File: src/rtl/lfsr_pkg.sv
// Shared definitions for the LFSR generator slice.
// Holds the feedback-style encodings used by lfsr_gen and lfsr_next.
package lfsr_pkg;

    typedef enum int {
        LFSR_FIB = 0,
        LFSR_GAL = 1
    } lfsr_mode_e;

    localparam int LFSR_MIN_W = 3;
    localparam int LFSR_MAX_W = 32;

endpackage

File: src/rtl/lfsr_gen_if.sv
// Control/status bundle between an LFSR generator and its user.
// master drives seed, taps and strobes; slave is the generator.
interface lfsr_gen_if #(
    parameter int WIDTH = 5
) ();

    logic             reinit;
    logic             advance;
    logic [WIDTH-1:0] initial_state;
    logic [WIDTH-1:0] taps;
    logic             out;
    logic [WIDTH-1:0] out_state;
    logic             lockup;
    logic             period_wrap;
    logic [WIDTH-1:0] step_count;
    logic [WIDTH-1:0] last_period;

    modport master (
        output reinit, advance, initial_state, taps,
        input  out, out_state, lockup, period_wrap,
        input  step_count, last_period
    );

    modport slave (
        input  reinit, advance, initial_state, taps,
        output out, out_state, lockup, period_wrap,
        output step_count, last_period
    );

endinterface

File: src/rtl/lfsr_next.sv
// Combinational next-state function of the LFSR.
// Fibonacci shifts feedback in at bit 0; Galois XORs taps on MSB out.
module lfsr_next
    import lfsr_pkg::*;
#(
    parameter int WIDTH = 5,
    parameter int MODE  = LFSR_FIB
) (
    input  logic [WIDTH-1:0] state,
    input  logic [WIDTH-1:0] taps,
    output logic [WIDTH-1:0] next
);

    generate
        if (MODE == int'(LFSR_GAL)) begin : g_gal
            logic [WIDTH-1:0] w_mask;
            assign w_mask = state[WIDTH-1] ? taps : '0;
            // Galois: shift left, fold taps in when the MSB falls out
            always_comb begin
                next = {state[WIDTH-2:0], 1'b0} ^ w_mask;
            end
        end else begin : g_fib
            logic w_fb;
            assign w_fb = ^(taps & state);
            // Fibonacci: shift left, parity of tapped bits enters at LSB
            always_comb begin
                next = {state[WIDTH-2:0], w_fb};
            end
        end
    endgenerate

endmodule

File: src/rtl/lfsr_gen.sv
// Runtime-tapped LFSR with lock-up escape and period measurement.
// Period is counted against the state captured at reset or reinit.
module lfsr_gen
    import lfsr_pkg::*;
#(
    parameter int               WIDTH        = 5,
    parameter int               MODE         = LFSR_FIB,
    parameter logic [WIDTH-1:0] RESET_STATE  = WIDTH'(1),
    parameter bit               AUTO_RECOVER = 1'b1
) (
    input  logic       clk,
    input  logic       rst_n,
    lfsr_gen_if.slave  bus
);

    logic [WIDTH-1:0] r_state;
    logic [WIDTH-1:0] r_ref;
    logic [WIDTH-1:0] r_count;
    logic [WIDTH-1:0] r_last;
    logic             r_wrap;

    logic [WIDTH-1:0] w_raw;
    logic [WIDTH-1:0] w_next;
    logic [WIDTH-1:0] w_inc;
    logic             w_zero;
    logic             w_hit;

    lfsr_next #(
        .WIDTH (WIDTH),
        .MODE  (MODE)
    ) u_next (
        .state (r_state),
        .taps  (bus.taps),
        .next  (w_raw)
    );

    assign w_zero = (r_state == '0);
    assign w_hit  = (w_next == r_ref);

    // Escape the all-zero trap and saturate the step counter
    always_comb begin
        w_next = w_raw;
        if (AUTO_RECOVER && w_zero) begin
            w_next = WIDTH'(1);
        end
        w_inc = (r_count == '1) ? r_count : r_count + 1'b1;
    end

    // State, reference, counters and wrap pulse; reinit beats advance
    always_ff @(posedge clk or negedge rst_n) begin
        if (!rst_n) begin
            r_state <= RESET_STATE;
            r_ref   <= RESET_STATE;
            r_count <= '0;
            r_last  <= '0;
            r_wrap  <= 1'b0;
        end else if (bus.reinit) begin
            r_state <= bus.initial_state;
            r_ref   <= bus.initial_state;
            r_count <= '0;
            r_wrap  <= 1'b0;
        end else if (bus.advance) begin
            r_state <= w_next;
            if (w_hit) begin
                r_count <= '0;
                r_last  <= w_inc;
                r_wrap  <= 1'b1;
            end else begin
                r_count <= w_inc;
                r_wrap  <= 1'b0;
            end
        end else begin
            r_wrap <= 1'b0;
        end
    end

    assign bus.out         = r_state[0];
    assign bus.out_state   = r_state;
    assign bus.lockup      = w_zero;
    assign bus.period_wrap = r_wrap;
    assign bus.step_count  = r_count;
    assign bus.last_period = r_last;

endmodule
File: src/flat_wrapper.sv
// flat-port wrapper written by rule: the top's interface ports become plain ports
module lfsr_gen_flat import lfsr_pkg::*;
#(
    parameter int               WIDTH        = 5,
    parameter int               MODE         = LFSR_FIB,
    parameter logic [WIDTH-1:0] RESET_STATE  = WIDTH'(1),
    parameter bit               AUTO_RECOVER = 1'b1
)
  (clk, rst_n, bus_reinit, bus_advance, bus_initial_state, bus_taps, bus_out, bus_out_state, bus_lockup, bus_period_wrap, bus_step_count, bus_last_period);
  lfsr_gen_if #(.WIDTH(WIDTH)) bus_i ();
  input  logic clk;
  input  logic rst_n;
  input wire logic [$bits(bus_i.reinit)-1:0] bus_reinit;
  input wire logic [$bits(bus_i.advance)-1:0] bus_advance;
  input wire logic [$bits(bus_i.initial_state)-1:0] bus_initial_state;
  input wire logic [$bits(bus_i.taps)-1:0] bus_taps;
  output wire logic [$bits(bus_i.out)-1:0] bus_out;
  output wire logic [$bits(bus_i.out_state)-1:0] bus_out_state;
  output wire logic [$bits(bus_i.lockup)-1:0] bus_lockup;
  output wire logic [$bits(bus_i.period_wrap)-1:0] bus_period_wrap;
  output wire logic [$bits(bus_i.step_count)-1:0] bus_step_count;
  output wire logic [$bits(bus_i.last_period)-1:0] bus_last_period;
  assign bus_i.reinit = bus_reinit;
  assign bus_i.advance = bus_advance;
  assign bus_i.initial_state = bus_initial_state;
  assign bus_i.taps = bus_taps;
  assign bus_out = bus_i.out;
  assign bus_out_state = bus_i.out_state;
  assign bus_lockup = bus_i.lockup;
  assign bus_period_wrap = bus_i.period_wrap;
  assign bus_step_count = bus_i.step_count;
  assign bus_last_period = bus_i.last_period;
  lfsr_gen #(.WIDTH(WIDTH), .MODE(MODE), .RESET_STATE(RESET_STATE), .AUTO_RECOVER(AUTO_RECOVER)) u_core (.clk(clk), .rst_n(rst_n), .bus(bus_i));
endmodule
File: config.mk
export PLATFORM = sky130hd
export DESIGN_NAME = lfsr_gen_flat
export DESIGN_NICKNAME = d
export VERILOG_FILES = /design/src/rtl/lfsr_pkg.sv /design/src/rtl/lfsr_gen_if.sv /design/src/rtl/lfsr_next.sv /design/src/rtl/lfsr_gen.sv /design/src/flat_wrapper.sv
export SDC_FILE = /design/constraint.sdc
export NUM_CORES = 1
export LEC_CHECK = 0
export CORE_UTILIZATION = 52
export CTS_BUF_LIST = sky130_fd_sc_hd__clkbuf_8
export CTS_CLUSTER_DIAMETER = 200
export DETAILED_ROUTE_END_ITERATION = 16
export GPL_TIMING_DRIVEN = 0
export PLACE_DENSITY = 0.86
export SLEW_MARGIN = 20
export SYNTH_ARGS = -nofsm -noshare
export SYNTH_HDL_FRONTEND = slang
export SYNTH_SLANG_ARGS = --single-unit
File: constraint.sdc
create_clock -name clk -period 5 [get_ports clk]
set_input_delay 0.5 -clock clk [delete_from_list [all_inputs] [get_ports clk]]
set_output_delay 0.5 -clock clk [all_outputs]
set_load 0.05 [all_outputs]
==> flow_summary.yaml, run 1 <==
clock_tree:
  worst_skew_pair.late_latency_ns: 0.26
  cts-buffers-inserted: 3
  cts_max_level: 1
  clock-root-buffer: "sky130_fd_sc_hd__clkbuf_8"
  ctsResizeCount: 0
  post-cts-setup-buffers: 0
  clkSlewWorstSetupHoldPaths_ns: 0.08
  clock_sink_total: 21
  cts-hold-fix-buffers: 0
  cts.path.max_buffers: 2
  cts_tree: "yes"
sta:
  finalHoldViolations: 0
  slew-limit-headroom_pct: 37.76
  min_period_ns: 2.843
  fin_crit_sh_pct: 56.85
  setup_total_negative_slack_ns: 0
  fin_worst_skew_ns: 0.0009029
  setup_viol_count_final: 0
  timing_max_transition_violations_final: 0
  achievable-frequency_mhz: 351.8
  tightest_slew_ns: 0.9307
  rsz0062_at_grt: "no"
floorplan:
  count_of_pins_on_the_block_boundary: 32
  core_area_um2: 2002
  core.rowCount: 16
  floorplan.initialDensity_pct: 56.00
  die_outline_area_um2: 2345
  die_x_um: 48.43
  die_h_um: 48.43
route:
  detail_route.wirelength_um: 2466
  detail_route.wl_per_cell_um: 14.59
  detailedRoute.firstPassIterationCount: 4
  remaining_drc_errors: 0
  drt.antenna.violating_nets: 0
  num_vias: 956
  initialDrtViolationCount: 42
  post_drt_via_cell_ratio: 5.657
logic_synthesis:
  total_number_of_yosys_warnings: 0
  synth_nets: 123
  synth-edff-count: 0
  post_synth_instance_area_um2: 1121
  synth-seq-cells: 21
  leading_register_cell_type_out_of_synthesis: "sky130_fd_sc_hd__dfrtp_1"
  avgSynthCellArea_um2: 10.38
  synthesis.instances: 108
  synth-async-reset-ratio_pct: 100.0
  synth.distinct_cells: 32
  yosysSeqAreaShare_pct: 47.10
finish:
  final_cells: 169
  drive_above_1_share_pct: 11.27
  nFillCells: 135
  synthToLayoutAreaGrowth_pct: 33.82
  n_antenna_cell: 0
  finish.net_count: 158
place:
  dp_cells: 165
  weighted_congestion_reported_at_the_end_of_routability_driven_placement: 0.8246
  buffer_ports.inserted: 30
  dp_hpwl_um: 1736
grt:
  grt_antenna_before_repair: 0
  via_count_of_the_first_global_routing_pass: 857
  grt_overall_usage_pct: 22.88
  wire_length_of_the_first_global_routing_pass_um: 4112
  overflow: 0
  grt_start_max_net_pins: 22
power:
  power_density_normalized_to_cell_area_nw_per_um2: 332.1
  clock_network_power_share_pct: 22.2
  sw_frac_of_total_pct: 36.34
  share_comb_of_total_power_pct: 35.5
  power_report.internal_total_mw: 0.3171
  leakage_nw: 0.6686
  p_switching_mw: 0.1810
  power.ir.vdd_worst_uv: 209.1
  power_frac_seq_pct: 42.4
min_path:
  hold_class: "flip-flop to flip-flop"
critical_path:
  critical_path_required_ns: 4.50
  cp_slowest_stage_delay_ns: 0.87
  crit_path_top_delay_cell: "sky130_fd_sc_hd__clkdlybuf4s50_1"
  critPathKind: "flip-flop to primary output"
  worstSetupEndpointType: "primary output"
  worst_setup_path_start_kind: "flip-flop"
  timing.critical_path.arrival_ns: 2.34
  critPathMaxFanout: 6
  crit_buf_inv: 1
  worst_path_dominant_cell_family: "buffers and inverters"
  path_cells: "or4_1 -> nor2_1 -> clkdlybuf4s50_1"
run:
  maxcap_violations: 0
outcome:
  run_status: "finished clean"
area by class of cell:
| class | instances | area [um2] | area share, % |
|---|---|---|---|
| multi-input combinational | 76 | 546.8 | 36.45 |
| sequential | 21 | 528.0 | 35.20 |
| timing repair buffer | 30 | 300.3 | 20.02 |
| clock buffer | 3 | 41.29 | 2.752 |
| tap | 27 | 33.78 | 2.252 |
| buffer | 6 | 27.53 | 1.835 |
| inverter | 5 | 18.77 | 1.251 |
| clock inverter | 1 | 3.754 | 0.2502 |
synth_stat cells, types with 2 or more instances:
master,count,area (um2)
sky130_fd_sc_hd__a21oi_1,5,25.02
sky130_fd_sc_hd__nor2_1,4,15.01
sky130_fd_sc_hd__o211ai_1,3,22.52
sky130_fd_sc_hd__nand2_1,12,45.04
sky130_fd_sc_hd__xor2_1,5,43.79
sky130_fd_sc_hd__dfstp_2,2,52.55
sky130_fd_sc_hd__mux2i_1,6,60.06
sky130_fd_sc_hd__inv_1,5,18.77
sky130_fd_sc_hd__clkbuf_1,4,15.01
sky130_fd_sc_hd__a211oi_1,2,15.01
sky130_fd_sc_hd__xnor2_1,2,17.52
sky130_fd_sc_hd__and3_1,2,12.51
sky130_fd_sc_hd__o21ai_0,9,45.04
sky130_fd_sc_hd__mux2_2,6,67.56
sky130_fd_sc_hd__dfrtp_1,19,475.5
sky130_fd_sc_hd__nand2b_1,4,25.02
sky130_fd_sc_hd__nand3_1,3,15.01
per-stage QoR:
stage	utilization (%)	area, um2	hold slack [ns]	power (mW)	setup WS [ns]
after floorplan	-	1121	0.2044	0.3285	1.953
after detailed placement	72.69	1455	0.5035	0.3906	1.998
after CTS	74.94	1500	0.5159	0.4994	2.189
final	74.94	1500	0.5097	0.4981	2.157
after global routing	74.94	1500	0.5319	0.5194	2.124
after global placement	72.69	1455	0.4899	0.3869	2.024
sequential cells by signal, indices dropped and copies added (netlist names):
| name | flops |
|---|---|
| u_core.bus.period_wrap | 1 |
| u_core.bus.last_period | 5 |
| u_core.bus.out_state | 5 |
| u_core.r_ref | 5 |
| u_core.bus.step_count | 5 |
layout by cell type (no fill, tap or decap), types with 2 or more instances in the layout:
cell / Yosys / final
sky130_fd_sc_hd__mux2_2: 6 / 6
sky130_fd_sc_hd__and3_1: 2 / 2
sky130_fd_sc_hd__o21ai_0: 9 / 9
sky130_fd_sc_hd__mux2i_1: 6 / 6
sky130_fd_sc_hd__o211ai_1: 3 / 3
sky130_fd_sc_hd__clkdlybuf4s50_1: 0 / 30
sky130_fd_sc_hd__a211oi_1: 2 / 2
sky130_fd_sc_hd__nand2_1: 12 / 12
sky130_fd_sc_hd__inv_1: 5 / 6
sky130_fd_sc_hd__nor2_1: 4 / 4
sky130_fd_sc_hd__xnor2_1: 2 / 2
sky130_fd_sc_hd__clkbuf_8: 0 / 3
sky130_fd_sc_hd__dfrtp_1: 19 / 19
sky130_fd_sc_hd__nand3_1: 3 / 3
sky130_fd_sc_hd__clkbuf_1: 4 / 4
sky130_fd_sc_hd__dfstp_2: 2 / 2
sky130_fd_sc_hd__xor2_1: 5 / 5
sky130_fd_sc_hd__nand2b_1: 4 / 4
sky130_fd_sc_hd__a21oi_1: 5 / 5
metal layers:
| layer | GRT usage, % | wire (um) | up-vias |
|---|---|---|---|
| li1 | - | - | 449 |
| met1 | 33.13 | 1049 | 455 |
| met2 | 35.92 | 1239 | 46 |
| met3 | 2.830 | 135 | 6 |
| met4 | 7.353 | 42 | 0 |
| met5 | 0 | 0 | - |
worst reg2reg max path, delay by kind of cell (launching register included):
family | cells | cell delay (ns)
flip-flops | 1 | 0.62
AND/OR/NAND/NOR | 2 | 0.56
XOR/XNOR | 2 | 0.50
multiplexers | 1 | 0.37
AO/OA/AOI/OAI | 1 | 0.28
buffers and inverters | 1 | 0.18
power groups by stage:
stage	sequential, mW	combinational (mW)	clock [mW]
after floorplan	0.270	0.0583	0
after global placement	0.212	0.174	0
after detailed placement	0.214	0.176	0
after CTS	0.211	0.177	0.111
after global routing	0.214	0.186	0.119
final	0.211	0.177	0.110
cells by family after synthesis:
| group | count (synthesis) | share of synthesized area, % |
|---|---|---|
| AND/OR/NAND/NOR | 33 | 15.63 |
| AO/OA/AOI/OAI | 21 | 11.72 |
| flip-flops | 21 | 47.10 |
| multiplexers | 12 | 11.38 |
| buffers and inverters | 11 | 4.129 |
| XOR/XNOR | 9 | 8.929 |
| adder cells (fa/ha/maj) | 1 | 1.116 |
final timing paths:
path                                        endpoint  depth (start not counted)                       from  slack [ns]
hold reg to reg            u_core.bus.last_period[0]                          1  u_core.bus.last_period[0]        0.51
min in group asynchronous  u_core.bus.last_period[0]                          1                      rst_n        0.76
max in group asynchronous  u_core.bus.last_period[2]                          1                      rst_n        3.68
setup reg to reg           u_core.bus.last_period[1]                          7    u_core.bus.out_state[0]        2.36
hold / removal             u_core.bus.last_period[0]                          1  u_core.bus.last_period[0]        0.51
setup / recovery                          bus_lockup                          3    u_core.bus.out_state[1]        2.16
Note: power is estimated with default switching activity, not from simulation.
==> run 2: changes to the inputs <==
--- a/config.mk
+++ b/config.mk
@@ -5,12 +5,12 @@
 export SDC_FILE = /design/constraint.sdc
 export NUM_CORES = 1
 export LEC_CHECK = 0
-export CORE_UTILIZATION = 52
+export CORE_UTILIZATION = 49
 export CTS_BUF_LIST = sky130_fd_sc_hd__clkbuf_8
 export CTS_CLUSTER_DIAMETER = 200
 export DETAILED_ROUTE_END_ITERATION = 16
 export GPL_TIMING_DRIVEN = 0
-export PLACE_DENSITY = 0.86
+export PLACE_DENSITY = 0.82
 export SLEW_MARGIN = 20
 export SYNTH_ARGS = -nofsm -noshare
 export SYNTH_HDL_FRONTEND = slang
==> constraint.sdc (replaced) <==
create_clock -name clk -period 2.8 [get_ports clk]
set_input_delay 0.28 -clock clk [delete_from_list [all_inputs] [get_ports clk]]
set_output_delay 0.28 -clock clk [all_outputs]
set_load 0.05 [all_outputs]
==> run 2 against run 1 <==
Against the previous run: cell count did not move; via count decreased by 4.0%; non-clock buffer count stayed put; die area grew 5.9%; clock-buffer cell count unchanged; clock power is 77% higher; routed wire length down 0.12%; critical path depth rose by 4; core utilization shrank 2.1 points; hold slack lost 0.0047 ns; sequential power grew 79%; critical path type is now flip-flop to flip-flop.
==> flow_summary.yaml, run 2 (same netlist as run 1, synthesis figures left out) <==
finish:
  finish.net_count: 158
  final_cell_mix: "sky130_fd_sc_hd__clkdlybuf4s50_1, sky130_fd_sc_hd__dfrtp_1, sky130_fd_sc_hd__nand2_1, sky130_fd_sc_hd__o21ai_0"
  final_cells: 169
  n_antenna_cell: 0
  synthToLayoutAreaGrowth_pct: 34.04
  drive_above_1_share_pct: 11.97
  mostFrequentLayoutCell: "sky130_fd_sc_hd__clkdlybuf4s50_1"
  nFillCells: 149
floorplan:
  core.rowCount: 16
  die_outline_area_um2: 2483
  die_x_um: 49.83
  floorplan.initialDensity_pct: 54.37
  count_of_pins_on_the_block_boundary: 32
  die_h_um: 49.83
  core_area_um2: 2062
critical_path:
  critPathKind: "flip-flop to flip-flop"
  worst_setup_path_start_kind: "flip-flop"
  r2r_slack_ns: 0.17
  worstSetupEndpointType: "flip-flop"
  path_cells: "nand2_2 -> xnor2_2 -> xnor3_1 -> or4b_1 -> clkbuf_2 -> a21oi_4 -> mux2_2"
  cp-endpoint: "u_core.bus.last_period[0]"
  worst_setup_path_startpoint: "u_core.bus.out_state[0]"
  critPathMaxFanout: 7
  worstReg2RegStart: "u_core.bus.out_state[0]"
  cp_slowest_stage_delay_ns: 0.63
  r2r-end: "u_core.bus.last_period[0]"
  r2r.worst_path.cells: 7
  timing.critical_path.arrival_ns: 2.78
  critical_path_required_ns: 2.95
  crit_path_top_delay_cell: "sky130_fd_sc_hd__dfstp_2"
sta:
  min_period_ns: 2.630
  slew-limit-headroom_pct: 35.79
  fin_ws_ns: 0.1699
  tightest_slew_ns: 0.9601
  achievable-frequency_mhz: 380.2
  fin_crit_sh_pct: 93.93
  rsz0062_at_grt: "no"
  finalHoldViolations: 0
  setup_total_negative_slack_ns: 0
  timing_max_transition_violations_final: 0
  setup_viol_count_final: 0
  fin_worst_skew_ns: 0.002499
power:
  power_report.internal_total_mw: 0.5664
  power_density_normalized_to_cell_area_nw_per_um2: 591.6
  sw_frac_of_total_pct: 36.29
  share_comb_of_total_power_pct: 35.7
  power.ir.vdd_worst_uv: 399.7
  p_switching_mw: 0.3226
  clock_network_power_share_pct: 21.9
  power_frac_seq_pct: 42.4
  leakage_nw: 0.6683
  finalPower_mw: 0.8890
grt:
  grt_start_max_net_pins: 22
  overflow: 0
  wire_length_of_the_first_global_routing_pass_um: 4126
  grt_antenna_before_repair: 0
  via_count_of_the_first_global_routing_pass: 898
  grt_overall_usage_pct: 22.04
route:
  detail_route.wirelength_um: 2463
  num_vias: 918
  post_drt_via_cell_ratio: 5.432
  initialDrtViolationCount: 17
  detailedRoute.firstPassIterationCount: 4
  detail_route.wl_per_cell_um: 14.57
  drt.antenna.violating_nets: 0
  remaining_drc_errors: 0
clock_tree:
  post-cts-setup-buffers: 0
  clock_sink_total: 21
  cts_max_level: 1
  cts.path.max_buffers: 2
  clock-root-buffer: "sky130_fd_sc_hd__clkbuf_8"
  cts-buffers-inserted: 3
  cts-hold-fix-buffers: 0
  cts_tree: "yes"
  ctsResizeCount: 0
  clkSlewWorstSetupHoldPaths_ns: 0.08
  worst_skew_pair.late_latency_ns: 0.25
place:
  weighted_congestion_reported_at_the_end_of_routability_driven_placement: 0.8640
  buffer_ports.inserted: 30
  dp_hpwl_um: 1772
  dp_cells: 165
  dp_slack_ns: 0.04206
min_path:
  hold_class: "input pin to flip-flop"
run:
  maxcap_violations: 0
outcome:
  run_status: "finished clean"
run 2: cell types whose count changed in the layout (fill, tap and decap cells not counted):
cell	previous run	this run
sky130_fd_sc_hd__nor2_1	4	3
sky130_fd_sc_hd__nor2_2	0	1
run 2: layer usage:
layer / wire [um] / vias to the layer above / track usage, %
met5: 0 / - / 0
met1: 1129 / 442 / 31.80
met2: 1212 / 23 / 34.01
li1: - / 449 / -
met3: 80 / 4 / 2.778
met4: 40 / 0 / 7.619
run 2: worst min path at each step:
| stage | slack (ns) | startpoint | cells past startpoint | endpoint |
|---|---|---|---|---|
| 5_1_grt | 0.53 | u_core.bus.last_period[2] | 1 | u_core.bus.last_period[2] |
| 2_1_floorplan | -0.02 | rst_n | 0 | u_core.bus.last_period[0] |
| 3_3_place_gp | 0.49 | u_core.bus.last_period[0] | 1 | u_core.bus.last_period[0] |
| 4_1_cts | 0.49 | bus_advance | 3 | u_core.bus.period_wrap |
| 3_5_place_dp | 0.50 | u_core.bus.last_period[2] | 1 | u_core.bus.last_period[2] |
| 6_report | 0.51 | bus_advance | 3 | u_core.bus.period_wrap |
run 2: critical path, delay by kind of cell, from the launching register on:
kind	cells	cell delay, ns
AND/OR/NAND/NOR	2	0.57
multiplexers	1	0.36
AO/OA/AOI/OAI	1	0.27
buffers and inverters	1	0.18
XOR/XNOR	2	0.51
flip-flops	1	0.63
run 2: area by class of cell:
class | count | area [um2] | area share, %
clock buffers | 3 | 41.29 | 2.748
repair buffers | 30 | 300.3 | 19.98
flip-flops and latches | 21 | 528.0 | 35.14
well taps | 27 | 33.78 | 2.248
multi-input cells | 76 | 549.3 | 36.55
clock inverters | 1 | 3.754 | 0.2498
inverters | 5 | 18.77 | 1.249
plain buffers | 6 | 27.53 | 1.832
run 2: power by group through the flow:
stage               logic [mW]  registers, mW  clock network (mW)
finish                   0.317          0.377               0.195
CTS                      0.320          0.377               0.199
detailed placement       0.318          0.383                   0
global placement         0.313          0.380                   0
global route             0.339          0.382               0.211
floorplan                0.104          0.483                   0
run 2: stage by stage:
step / cell area (um2) / hold slack [ns] / util, %
6_report: 1503 / 0.5050 / 72.88
5_1_grt: 1503 / 0.5326 / 72.88
4_1_cts: 1503 / 0.4924 / 72.88
3_5_place_dp: 1458 / 0.4959 / 70.69
3_3_place_gp: 1458 / 0.4903 / 70.69
2_1_floorplan: 1124 / -0.01559 / -
==> run 3: changes to the inputs <==
--- a/config.mk
+++ b/config.mk
@@ -5,6 +5,7 @@
 export SDC_FILE = /design/constraint.sdc
 export NUM_CORES = 1
 export LEC_CHECK = 0
+export CORE_MARGIN = 2
 export CORE_UTILIZATION = 49
 export CTS_BUF_LIST = sky130_fd_sc_hd__clkbuf_8
 export CTS_CLUSTER_DIAMETER = 200
==> run 3 against run 2 <==
Against the previous run: die area rose by 8.2%; setup slack got worse by 0.019 ns; core utilization shrank 4.2 points; global-route usage decreased by 1.7 points; maximum frequency down 0.71%; clock skew hardly changed; clock-buffer cell count unchanged; clock power is essentially flat; sequential power about the same; power barely moved; cell count up 0.59%; largest power group unchanged.
==> flow_summary.yaml, run 3 (same netlist as run 1, synthesis figures left out) <==
grt:
  overflow: 0
  grt_antenna_before_repair: 0
  grt_start_max_net_pins: 22
  grt_overall_usage_pct: 20.38
  wire_length_of_the_first_global_routing_pass_um: 4036
  via_count_of_the_first_global_routing_pass: 907
route:
  detail_route.wirelength_um: 2408
  num_vias: 913
  detail_route.wl_per_cell_um: 14.16
  remaining_drc_errors: 0
  drt.antenna.violating_nets: 0
  post_drt_via_cell_ratio: 5.371
  initialDrtViolationCount: 20
  detailedRoute.firstPassIterationCount: 4
sta:
  rsz0062_at_grt: "no"
  achievable-frequency_mhz: 377.5
  setup_viol_count_final: 0
  tightest_slew_ns: 0.8986
  whs_ns: 0.4783
  fin_worst_skew_ns: 0.002288
  finalHoldViolations: 0
  slew-limit-headroom_pct: 39.90
  setup_total_negative_slack_ns: 0
  fin_crit_sh_pct: 94.60
  timing_max_transition_violations_final: 0
  min_period_ns: 2.649
critical_path:
  critical_path_required_ns: 2.95
  critPathKind: "flip-flop to flip-flop"
  timing.critical_path.arrival_ns: 2.80
  crit_path_top_delay_cell: "sky130_fd_sc_hd__dfstp_2"
  worst_setup_path_start_kind: "flip-flop"
  worstSetupEndpointType: "flip-flop"
  path_cells: "nand2_2 -> xnor2_2 -> xnor3_1 -> or4b_1 -> clkbuf_2 -> a21oi_4 -> mux2_2"
  critPathMaxFanout: 7
  r2r.worst_path.cells: 7
  cp_slowest_stage_delay_ns: 0.62
finish:
  multiInputGateArea_um2: 549.3
  finish.net_count: 158
  final_cell_mix: "sky130_fd_sc_hd__clkdlybuf4s50_1, sky130_fd_sc_hd__dfrtp_1, sky130_fd_sc_hd__nand2_1, sky130_fd_sc_hd__o21ai_0"
  n_antenna_cell: 0
  mostFrequentLayoutCell: "sky130_fd_sc_hd__clkdlybuf4s50_1"
  nFillCells: 172
  drive_above_1_share_pct: 11.97
  synthToLayoutAreaGrowth_pct: 34.15
  final-seq-area_um2: 528.0
outcome:
  run_status: "finished clean"
min_path:
  hold_class: "input pin to flip-flop"
  min_path_cells: 3
place:
  buffer_ports.inserted: 30
  dp_hpwl_um: 1846
  weighted_congestion_reported_at_the_end_of_routability_driven_placement: 0.7736
power:
  leakage_nw: 0.6683
  power_density_normalized_to_cell_area_nw_per_um2: 591.6
  power.ir.vdd_worst_uv: 402.0
run:
  maxcap_violations: 0
clock_tree:
  worst_skew_pair.late_latency_ns: 0.26
  cts_max_level: 1
  clock-root-buffer: "sky130_fd_sc_hd__clkbuf_8"
  post-cts-setup-buffers: 0
  clkSlewWorstSetupHoldPaths_ns: 0.08
  cts_tree: "yes"
  cts-buffers-inserted: 3
  ctsResizeCount: 0
  cts-hold-fix-buffers: 0
  clock_sink_total: 21
  cts.path.max_buffers: 2
floorplan:
  die_outline_area_um2: 2686
  die_x_um: 51.83
  count_of_pins_on_the_block_boundary: 32
  floorplan.initialDensity_pct: 51.17
  die_h_um: 51.83
  core_area_um2: 2191
  core.rowCount: 17
## run 3: cell counts in the layout (fill, tap and decap cells not counted)
Identical to the previous run, type by type.
## run 3: path summary, 6_finish.rpt
path / from / to / slack (ns)
setup / recovery: u_core.bus.out_state[0] / u_core.bus.last_period[2] / 0.15
hold / removal: bus_advance / u_core.bus.period_wrap / 0.48
setup reg to reg: u_core.bus.out_state[0] / u_core.bus.last_period[2] / 0.15
hold reg to reg: u_core.bus.last_period[0] / u_core.bus.last_period[0] / 0.51
max in group asynchronous: rst_n / u_core.bus.period_wrap / 1.73
min in group asynchronous: rst_n / u_core.bus.out_state[3] / 0.52
## run 3: metal layers
layer  GRT usage, %  share of wire, %  vias up
met2          32.28                50       23
met5              0                 0        -
met1          27.07                44      442
met4          10.53               1.8        0
met3          2.874               3.6        5
li1               -                 -      443
## run 3: cell type report
class	count	area share, %
multi-input combinational	76	36.52
sequential	21	35.11
clock inverter	1	0.2496
clock buffer	3	2.745
timing repair buffer	30	19.97
inverter	5	1.248
buffer	6	1.830
tap	28	2.329
## run 3: per-stage QoR
stage	power (mW)	instance area, um2	utilization (%)	std cells	setup slack, ns
6_report	0.8897	1504	68.65	170	0.1511
5_1_grt	0.9275	1504	68.65	170	0.03498
4_1_cts	0.8942	1504	68.65	170	0.1475
3_5_place_dp	0.7021	1459	66.59	166	0.01773
3_3_place_gp	0.6932	1459	66.59	166	0.05591
2_1_floorplan	0.5874	1124	-	108	0.05716
## run 3: worst max-delay path, delay by kind of cell (launching register included)
kind / cells / cell delay, ns
flip-flops: 1 / 0.62
XOR/XNOR: 2 / 0.53
multiplexers: 1 / 0.36
AND/OR/NAND/NOR: 2 / 0.56
buffers and inverters: 1 / 0.19
AO/OA/AOI/OAI: 1 / 0.27
## run 3: where the power goes
part | switching [mW] | total (mW) | internal (mW)
Clock | 0.0979 | 0.196 | 0.0978
Sequential | 0.0359 | 0.379 | 0.343
Combinational | 0.189 | 0.315 | 0.126
